## src/rtl/decode_stage.sv

```systemverilog
// -----------------------------------------------------------------------------
// decode_stage
//
// Instruction-decode stage between the IF/ID and ID/EX pipeline registers.
// It extracts instruction fields and drives register-file read requests. It
// selects operand forwarding and detects load-use hazards, resolves BEQ early
// (optional), and sequences the fetch stall that follows a return. The stage
// owns the ID/EX register and inserts bubbles itself, so the hazard unit only
// has to arbitrate request_stall against the other stages.
//
// Instruction layout (32 bits):
//   [31:24]            opcode
//   [23 -: ADDR_W]     rd
//   next ADDR_W bits   rs1
//   next ADDR_W bits   rs2
//   [IMM_W-1:0]        imm, IMM_W = 24 - 3*ADDR_W
//
// Opcode classes (opcode[7:6]):
//   00 ALU reg-reg (rs1, rs2 -> rd)    01 ALU imm (rs1 -> rd)
//   10 memory: opcode[5]=0 load (rs1 -> rd), 1 store (rs1, rs2)
//   11 control: opcode[5:4] 00 BEQ (rs1, rs2), 01 call, 10 ret, 11 nop
//
// Optional feature macro: DECODE_BRANCH_RESOLVE_EN
//   defined   : BEQ compared in ID on forwarded operands; a taken branch
//               redirects fetch and loads a bubble. BEQ also stalls while
//               its source is still being produced by the EX instruction.
//   undefined : take_branch_address/branch_offset tied 0, BEQ flows to EX
//               as an ordinary instruction, only load-use stalls remain.
//
// Ports:
//   clock, nreset                 clock; asynchronous active-low reset
//   stall                         global stall, freezes ID/EX and the FSM
//   instruction_word, instr_valid IF/ID contents
//   reg_file_ren[1:0]             read enables {rs2, rs1}        (comb)
//   reg_file_read_addr            read addresses {rs2, rs1}      (comb)
//   rs1_data, rs2_data            register-file read data
//   ex_mem_rd/wen/result          EX/MEM destination for forwarding
//   mem_wb_rd/wen/result          MEM/WB destination for forwarding
//   take_branch_address           BEQ taken, redirect fetch      (comb)
//   branch_offset                 raw imm of the BEQ             (comb)
//   request_stall                 stall request to hazard unit   (comb)
//   ret                           one-cycle return-accepted pulse (reg)
//   ex_valid, ex_opcode, ex_rd, ex_imm, ex_wen, ex_fwd_a, ex_fwd_b
//                                 ID/EX register contents         (reg)
//   Forward select encoding: 00 register file, 01 EX/MEM, 10 MEM/WB.
// -----------------------------------------------------------------------------
module decode_stage #(
    parameter  int ADDR_W  = 5,
    parameter  int DATA_W  = 32,
    parameter  int RET_LAT = 2,
    localparam int IMM_W   = 24 - 3 * ADDR_W
) (
    input  logic                  clock,
    input  logic                  nreset,
    input  logic                  stall,
    input  logic [31:0]           instruction_word,
    input  logic                  instr_valid,
    output logic [1:0]            reg_file_ren,
    output logic [2*ADDR_W-1:0]   reg_file_read_addr,
    input  logic [DATA_W-1:0]     rs1_data,
    input  logic [DATA_W-1:0]     rs2_data,
    input  logic [ADDR_W-1:0]     ex_mem_rd,
    input  logic [ADDR_W-1:0]     mem_wb_rd,
    input  logic                  ex_mem_wen,
    input  logic                  mem_wb_wen,
    input  logic [DATA_W-1:0]     ex_mem_result,
    input  logic [DATA_W-1:0]     mem_wb_result,
    output logic                  take_branch_address,
    output logic [IMM_W-1:0]      branch_offset,
    output logic                  request_stall,
    output logic                  ret,
    output logic                  ex_valid,
    output logic [7:0]            ex_opcode,
    output logic [ADDR_W-1:0]     ex_rd,
    output logic [IMM_W-1:0]      ex_imm,
    output logic                  ex_wen,
    output logic [1:0]            ex_fwd_a,
    output logic [1:0]            ex_fwd_b
);

    localparam int                CNT_W     = $clog2(RET_LAT + 1);
    localparam logic [CNT_W-1:0]  RET_LAT_C = CNT_W'(RET_LAT);
    localparam logic [1:0]        FWD_RF    = 2'b00;
    localparam logic [1:0]        FWD_EXMEM = 2'b01;
    localparam logic [1:0]        FWD_MEMWB = 2'b10;

    typedef enum logic {
        S_IDLE,
        S_RET_WAIT
    } state_t;

    // ------------------------------------------------------------------
    // Registers
    // ------------------------------------------------------------------
    state_t              r_state;
    logic [CNT_W-1:0]    r_cnt;
    logic                r_ret;
    logic                r_ex_valid;
    logic [7:0]          r_ex_opcode;
    logic [ADDR_W-1:0]   r_ex_rd;
    logic [IMM_W-1:0]    r_ex_imm;
    logic                r_ex_wen;
    logic [1:0]          r_ex_fwd_a;
    logic [1:0]          r_ex_fwd_b;

    // ------------------------------------------------------------------
    // Field extraction
    // ------------------------------------------------------------------
    logic [7:0]          w_opcode;
    logic [ADDR_W-1:0]   w_rd;
    logic [ADDR_W-1:0]   w_rs1;
    logic [ADDR_W-1:0]   w_rs2;
    logic [IMM_W-1:0]    w_imm;

    assign w_opcode = instruction_word[31:24];
    assign w_rd     = instruction_word[23 -: ADDR_W];
    assign w_rs1    = instruction_word[23 - ADDR_W -: ADDR_W];
    assign w_rs2    = instruction_word[23 - 2 * ADDR_W -: ADDR_W];
    assign w_imm    = instruction_word[IMM_W-1:0];

    // ------------------------------------------------------------------
    // Class decode
    // ------------------------------------------------------------------
    logic w_use_rs1;
    logic w_use_rs2;
    logic w_writes_rd;
    logic w_is_beq;
    logic w_is_ret;

    // NOTE: every output of a combinational block gets a default first, so no
    // path through the case statements can leave one unassigned and infer a latch.
    always_comb begin
        w_use_rs1   = 1'b0;
        w_use_rs2   = 1'b0;
        w_writes_rd = 1'b0;
        w_is_beq    = 1'b0;
        w_is_ret    = 1'b0;
        unique case (w_opcode[7:6])
            2'b00: begin
                w_use_rs1   = 1'b1;
                w_use_rs2   = 1'b1;
                w_writes_rd = 1'b1;
            end
            2'b01: begin
                w_use_rs1   = 1'b1;
                w_writes_rd = 1'b1;
            end
            2'b10: begin
                w_use_rs1 = 1'b1;
                if (w_opcode[5]) begin
                    w_use_rs2 = 1'b1;       // store: address base + data
                end else begin
                    w_writes_rd = 1'b1;     // load
                end
            end
            2'b11: begin
                case (w_opcode[5:4])
                    2'b00: begin
                        w_is_beq  = 1'b1;
                        w_use_rs1 = 1'b1;
                        w_use_rs2 = 1'b1;
                    end
                    2'b10:   w_is_ret = 1'b1;
                    default: ;              // call, nop: no sources, no write
                endcase
            end
        endcase
    end

    // While waiting out a return, IF/ID content is ignored entirely.
    logic w_id_valid;
    logic w_rd_rs1;
    logic w_rd_rs2;

    assign w_id_valid = nreset & instr_valid & (r_state == S_IDLE);
    assign w_rd_rs1   = w_id_valid & w_use_rs1;
    assign w_rd_rs2   = w_id_valid & w_use_rs2;

    assign reg_file_ren       = {w_rd_rs2, w_rd_rs1};
    assign reg_file_read_addr = nreset ? {w_rs2, w_rs1} : '0;

    // ------------------------------------------------------------------
    // Forwarding select: EX/MEM beats MEM/WB, register 0 never forwards
    // ------------------------------------------------------------------
    logic [1:0] w_fwd_a;
    logic [1:0] w_fwd_b;

    always_comb begin
        w_fwd_a = FWD_RF;
        if (w_rd_rs1 && (w_rs1 != '0)) begin
            if (ex_mem_wen && (ex_mem_rd == w_rs1)) begin
                w_fwd_a = FWD_EXMEM;
            end else if (mem_wb_wen && (mem_wb_rd == w_rs1)) begin
                w_fwd_a = FWD_MEMWB;
            end
        end
    end

    always_comb begin
        w_fwd_b = FWD_RF;
        if (w_rd_rs2 && (w_rs2 != '0)) begin
            if (ex_mem_wen && (ex_mem_rd == w_rs2)) begin
                w_fwd_b = FWD_EXMEM;
            end else if (mem_wb_wen && (mem_wb_rd == w_rs2)) begin
                w_fwd_b = FWD_MEMWB;
            end
        end
    end

    // ------------------------------------------------------------------
    // Dependencies on the instruction currently in ID/EX
    // ------------------------------------------------------------------
    logic w_ex_hit;
    logic w_ex_is_load;
    logic w_load_use;

    assign w_ex_hit     = (w_rd_rs1 && (r_ex_rd == w_rs1)) ||
                          (w_rd_rs2 && (r_ex_rd == w_rs2));
    assign w_ex_is_load = r_ex_valid && (r_ex_opcode[7:6] == 2'b10) && !r_ex_opcode[5];
    assign w_load_use   = w_ex_is_load && (r_ex_rd != '0) && w_ex_hit;

    // ------------------------------------------------------------------
    // Early branch resolution
    // ------------------------------------------------------------------
    logic              w_beq_dep;
    logic              w_taken;
    logic [IMM_W-1:0]  w_branch_offset;

`ifdef DECODE_BRANCH_RESOLVE_EN
    logic              w_beq;
    logic [DATA_W-1:0] w_op_a;
    logic [DATA_W-1:0] w_op_b;

    assign w_beq = w_id_valid && w_is_beq;

    // Any in-flight producer in EX has no result to forward yet, so BEQ must
    // wait a cycle even for ALU results that plain instructions could bypass.
    assign w_beq_dep = w_beq && r_ex_valid && r_ex_wen && w_ex_hit;

    assign w_op_a = (w_fwd_a == FWD_EXMEM) ? ex_mem_result :
                    (w_fwd_a == FWD_MEMWB) ? mem_wb_result : rs1_data;
    assign w_op_b = (w_fwd_b == FWD_EXMEM) ? ex_mem_result :
                    (w_fwd_b == FWD_MEMWB) ? mem_wb_result : rs2_data;

    assign w_taken         = w_beq && !w_beq_dep && !w_load_use && (w_op_a == w_op_b);
    assign w_branch_offset = w_beq ? w_imm : '0;
`else
    // Compare operands are only needed when branches resolve here.
    logic w_unused_branch_data;
    assign w_unused_branch_data = ^{rs1_data, rs2_data, ex_mem_result,
                                    mem_wb_result, w_is_beq};

    assign w_beq_dep       = 1'b0;
    assign w_taken         = 1'b0;
    assign w_branch_offset = '0;
`endif

    assign take_branch_address = w_taken;
    assign branch_offset       = w_branch_offset;

    // ------------------------------------------------------------------
    // Stall request and bubble decision
    // ------------------------------------------------------------------
    logic w_req_stall;
    logic w_bubble;
    logic w_ret_accept;

    assign w_req_stall  = nreset && (w_load_use || w_beq_dep || (r_state == S_RET_WAIT));
    assign request_stall = w_req_stall;

    // A taken branch squashes the BEQ itself; fetch flushes what follows.
    assign w_bubble     = !w_id_valid || w_req_stall || w_taken;
    assign w_ret_accept = w_id_valid && w_is_ret && !stall && !w_req_stall;

    // ------------------------------------------------------------------
    // Return sequencing FSM
    // ------------------------------------------------------------------
    state_t            w_next_state;
    logic [CNT_W-1:0]  w_next_cnt;

    always_comb begin
        w_next_state = r_state;
        w_next_cnt   = r_cnt;
        if (!stall) begin
            unique case (r_state)
                S_IDLE: begin
                    if (w_ret_accept) begin
                        w_next_state = S_RET_WAIT;
                        w_next_cnt   = RET_LAT_C;
                    end
                end
                S_RET_WAIT: begin
                    if (r_cnt <= CNT_W'(1)) begin
                        w_next_state = S_IDLE;
                        w_next_cnt   = '0;
                    end else begin
                        w_next_cnt = r_cnt - CNT_W'(1);
                    end
                end
            endcase
        end
    end

    // NOTE: sequential state uses non-blocking assignments only, so every
    // flop samples the pre-edge value of every other flop.
    always_ff @(posedge clock or negedge nreset) begin
        if (!nreset) begin
            r_state <= S_IDLE;
            r_cnt   <= '0;
        end else begin
            r_state <= w_next_state;
            r_cnt   <= w_next_cnt;
        end
    end

    // ------------------------------------------------------------------
    // ID/EX register
    // ------------------------------------------------------------------
    // NOTE: this is a handful of control flops, not a memory array, so every
    // bit takes the asynchronous reset and outputs are defined out of reset.
    always_ff @(posedge clock or negedge nreset) begin
        if (!nreset) begin
            r_ret       <= 1'b0;
            r_ex_valid  <= 1'b0;
            r_ex_opcode <= '0;
            r_ex_rd     <= '0;
            r_ex_imm    <= '0;
            r_ex_wen    <= 1'b0;
            r_ex_fwd_a  <= FWD_RF;
            r_ex_fwd_b  <= FWD_RF;
        end else begin
            // The return pulse is an event, not state: it never repeats across
            // stalled cycles because acceptance itself requires !stall.
            r_ret <= w_ret_accept;
            if (!stall) begin
                if (w_bubble) begin
                    r_ex_valid  <= 1'b0;
                    r_ex_opcode <= '0;
                    r_ex_rd     <= '0;
                    r_ex_imm    <= '0;
                    r_ex_wen    <= 1'b0;
                    r_ex_fwd_a  <= FWD_RF;
                    r_ex_fwd_b  <= FWD_RF;
                end else begin
                    r_ex_valid  <= 1'b1;
                    r_ex_opcode <= w_opcode;
                    r_ex_rd     <= w_rd;
                    r_ex_imm    <= w_imm;
                    r_ex_wen    <= w_writes_rd;
                    r_ex_fwd_a  <= w_fwd_a;
                    r_ex_fwd_b  <= w_fwd_b;
                end
            end
        end
    end

    assign ret       = r_ret;
    assign ex_valid  = r_ex_valid;
    assign ex_opcode = r_ex_opcode;
    assign ex_rd     = r_ex_rd;
    assign ex_imm    = r_ex_imm;
    assign ex_wen    = r_ex_wen;
    assign ex_fwd_a  = r_ex_fwd_a;
    assign ex_fwd_b  = r_ex_fwd_b;

endmodule

```

## config.mk

```make
export PLATFORM = sky130hd
export DESIGN_NAME = decode_stage
export DESIGN_NICKNAME = d
export VERILOG_FILES = /design/src/rtl/decode_stage.sv
export SDC_FILE = /design/constraint.sdc
export NUM_CORES = 1
export LEC_CHECK = 0
export CAP_MARGIN = 25
export CORE_AREA = 3 3 86 88
export CTS_BUF_LIST = sky130_fd_sc_hd__clkbuf_4
export DETAILED_ROUTE_END_ITERATION = 8
export DIE_AREA = 0 0 89 91
export PLACE_DENSITY = 0.84
export SYNTH_ARGS = -nofsm -noshare
export SYNTH_HDL_FRONTEND = slang
export SYNTH_SLANG_ARGS = --single-unit
```

## constraint.sdc

```tcl
create_clock -name clock -period 7.55 [get_ports clock]
set_input_delay 1.51 -clock clock [delete_from_list [all_inputs] [get_ports clock]]
set_output_delay 1.51 -clock clock [all_outputs]
set_load 0.005 [all_outputs]
```

==> reports/qor.txt <==
Root Buffer - clkbuf_4
Reg2reg path depth - 6
Synth Area per Inst - 10.76 um^2
Hold-fix buffers, CTS - 0
Via Count - 1720
Die height - 91 um
Slew Limit Fails - 0
Total gr overflow - 0
Core area - 0.006719 mm^2
Die footprint - 0.008099 mm^2
Yosys reg bits - 32
Initial Utilization - 0.2723
Setup Buffers After CTS - 0
Post-route ant nets - 0
Max VDD drop - 0.08852 mV
Leak - 1.157 nW
Cell row count - 30
Commonest non-fill, non-tap cell in the layout - clkdlybuf4s50_1
Largest net degree at the start of global routing - 44
Tmin final - 5701 ps
HP Start - ex_imm[1]
Clk slew on worst S/H paths - 100 ps
RSZ-0062 raised after global routing - no
Slowest-stage cell, CP - clkdlybuf4s50_1
Pre-antenna DRT Iters - 4
Seq/Total Area, Yosys - 0.4378
Reg-to-reg endpoint - ex_imm[7]
Worst setup EP type - output port
Hold WC Path Type - reg2reg
Min-Delay Endpoint - ex_imm[1]
Hold slack - 498.2 ps
Residual DRC - 0
Pre-CTS WS - 1838 ps
Worst Path Required - 6040 ps
Status - finished, final reports clean
Initial antenna violation count - 1
Vias/cell - 5.089
CTS tree - yes
PnR worst setup slack - 1849 ps
Vias in the first global route - 1874
Worst Skew - 4.175 ps
CP startpoint kind - input port
Crit path DAT - 4190 ps
H-tree levels - 2
Final #Nets - 433
DR WL/cell - 16.73 um
Final setup vio count - 0
Buffers & Inverters on Critical Path - 2
Asr flop ratio synth - 1.000
Fin Setup TNS - 0 ps
Max_slew headroom - 0.6596
CP cell instances - clkdlybuf4s50_1 > or3b_1 > a211oi_2 > nand4_1 > a221o_1 > a21boi_0 > clkdlybuf4s50_1
Slowest stage delay, CP - 580 ps
Post_cts resized - 0
CTS buffer count - 5
FMAX - 175.4 MHz
1st-iter DRT viols - 48
CTS Buffer Depth - 2
Worst-margin pin slew - 510.5 ps
Crit Path Class - in2out
Largest delay share family, worst path - buffers and inverters
Cells after Synth - 170
CP Max Fanout - 6
Ys Warns - 0
Yosys cell types - 35
Hold Vio Cnt, Final - 0
Share of cells above drive strength 1 - 0.05814
Post-DP HPWL - 4202 um
Primary FF master, synth - dfrtp_1
Reg-to-reg slack, setup - 5340 ps
Synth-to-Final Area Change - 54.31%
Mapped Area - 0.001829 mm^2
GP Congestion - 0.7641
Max-Cap Viols - 0
Most frequent CP cell - clkdlybuf4s50_1
Pwr Density - 148.1 mW/mm^2
Reg2reg start - r_state
Ports - 228
Routed Wire Length - 5654 um
First-pass GRT wire length - 8990 um
IO buf count - 89
Most frequent cells in the layout - 88 x clkdlybuf4s50_1, 32 x dfrtp_1, 25 x a32o_1
Total GRT Usage - 0.1426
Final Util - 0.4201
Die Wd - 89 um
CTS sink count - 32
# diodes - 0
Hold Path Depth - 1
Worst-Skew Late Latency - 340 ps
Number of flops mapped to enable cells by yosys - 0
Final period util - 0.7551
[cell usage after synthesis, types with 2 or more instances]
| cell | n | area, um^2 |
|---|---|---|
| nor3b_1 | 2 | 15.01 |
| o21ai_0 | 2 | 10.01 |
| a32o_1 | 25 | 250.2 |
| xnor2_1 | 8 | 70.07 |
| nor3_1 | 4 | 20.02 |
| dfrtp_1 | 32 | 800.8 |
| inv_1 | 3 | 11.26 |
| nand4_1 | 2 | 12.51 |
| xor2_1 | 22 | 192.7 |
| a22o_1 | 4 | 35.03 |
| buf_4 | 12 | 90.09 |
| or4_1 | 2 | 15.01 |
| nor2_1 | 4 | 15.01 |
| nor4_1 | 5 | 31.28 |
| clkbuf_1 | 8 | 30.03 |
| and2_1 | 10 | 62.56 |
| nand2_1 | 6 | 22.52 |
| nand3_1 | 2 | 10.01 |
[how the worst max path moves through the flow]
stage	from	cells after the start	slack, ps	end
6_report	instruction_word[31]	7	1850	request_stall
5_1_grt	instruction_word[31]	7	1750	request_stall
4_1_cts	instruction_word[31]	7	1840	request_stall
3_5_place_dp	instruction_word[31]	7	1840	request_stall
3_3_place_gp	instruction_word[31]	7	1840	request_stall
2_1_floorplan	instruction_word[29]	7	2940	request_stall
[metrics by stage]
stage / cells / area (um^2) / total power, mW
after floorplan: 179 / 1863 / 0.2281
after global placement: 330 / 2743 / 0.2864
after detailed placement: 330 / 2743 / 0.2891
after CTS: 338 / 2823 / 0.4253
after global routing: 338 / 2823 / 0.4417
final: 338 / 2823 / 0.4180
[area by class of cell]
type	count	area, um^2
multi-input cells	122	914.6
inverters	3	11.26
fillers	651	3896
clock inverters	2	35.03
flip-flops and latches	32	800.8
well taps	80	100.1
repair buffers	93	915.9
clock buffers	6	45.04
[state kept, by name (all words and copies together) (netlist names)]
register / flops
ex_opcode: 8
ex_fwd_a: 2
ex_fwd_b: 2
ex_imm: 9
ret: 1
r_state: 1
ex_rd: 5
ex_wen: 1
ex_valid: 1
r_cnt: 2
[worst reg2reg max path, cell delays in order (launching register included)]
cell and delay [ps]:
dfrtp_1 430, nand3b_1 240, a211oi_2 380, nand4_1 140, a221o_1 380, buf_4 250, a32o_1 300
[power breakdown]
part / internal, mW / switching (mW) / total [mW]
Combinational: 0.0582 / 0.0383 / 0.0965
Sequential: 0.181 / 0.00773 / 0.188
Clock: 0.0730 / 0.0602 / 0.133
Total: 0.312 / 0.106 / 0.418
[kinds of logic after synthesis]
group | after synthesis | synth area share
XOR/XNOR | 30 | 0.1436
AND/OR/NAND/NOR | 45 | 0.1464
other | 1 | 0.002050
buffers and inverters | 25 | 0.08071
AO/OA/AOI/OAI | 37 | 0.1895
flip-flops | 32 | 0.4378
[routing by layer]
layer	routed length, um	share of wire	global-route usage
met1	2168	0.38	0.1577
met2	2844	0.50	0.2438
met3	547	0.097	0.06715
met4	80	0.014	0.03474
met5	13	0.0023	0
Note: power is estimated with default switching activity, not from simulation.
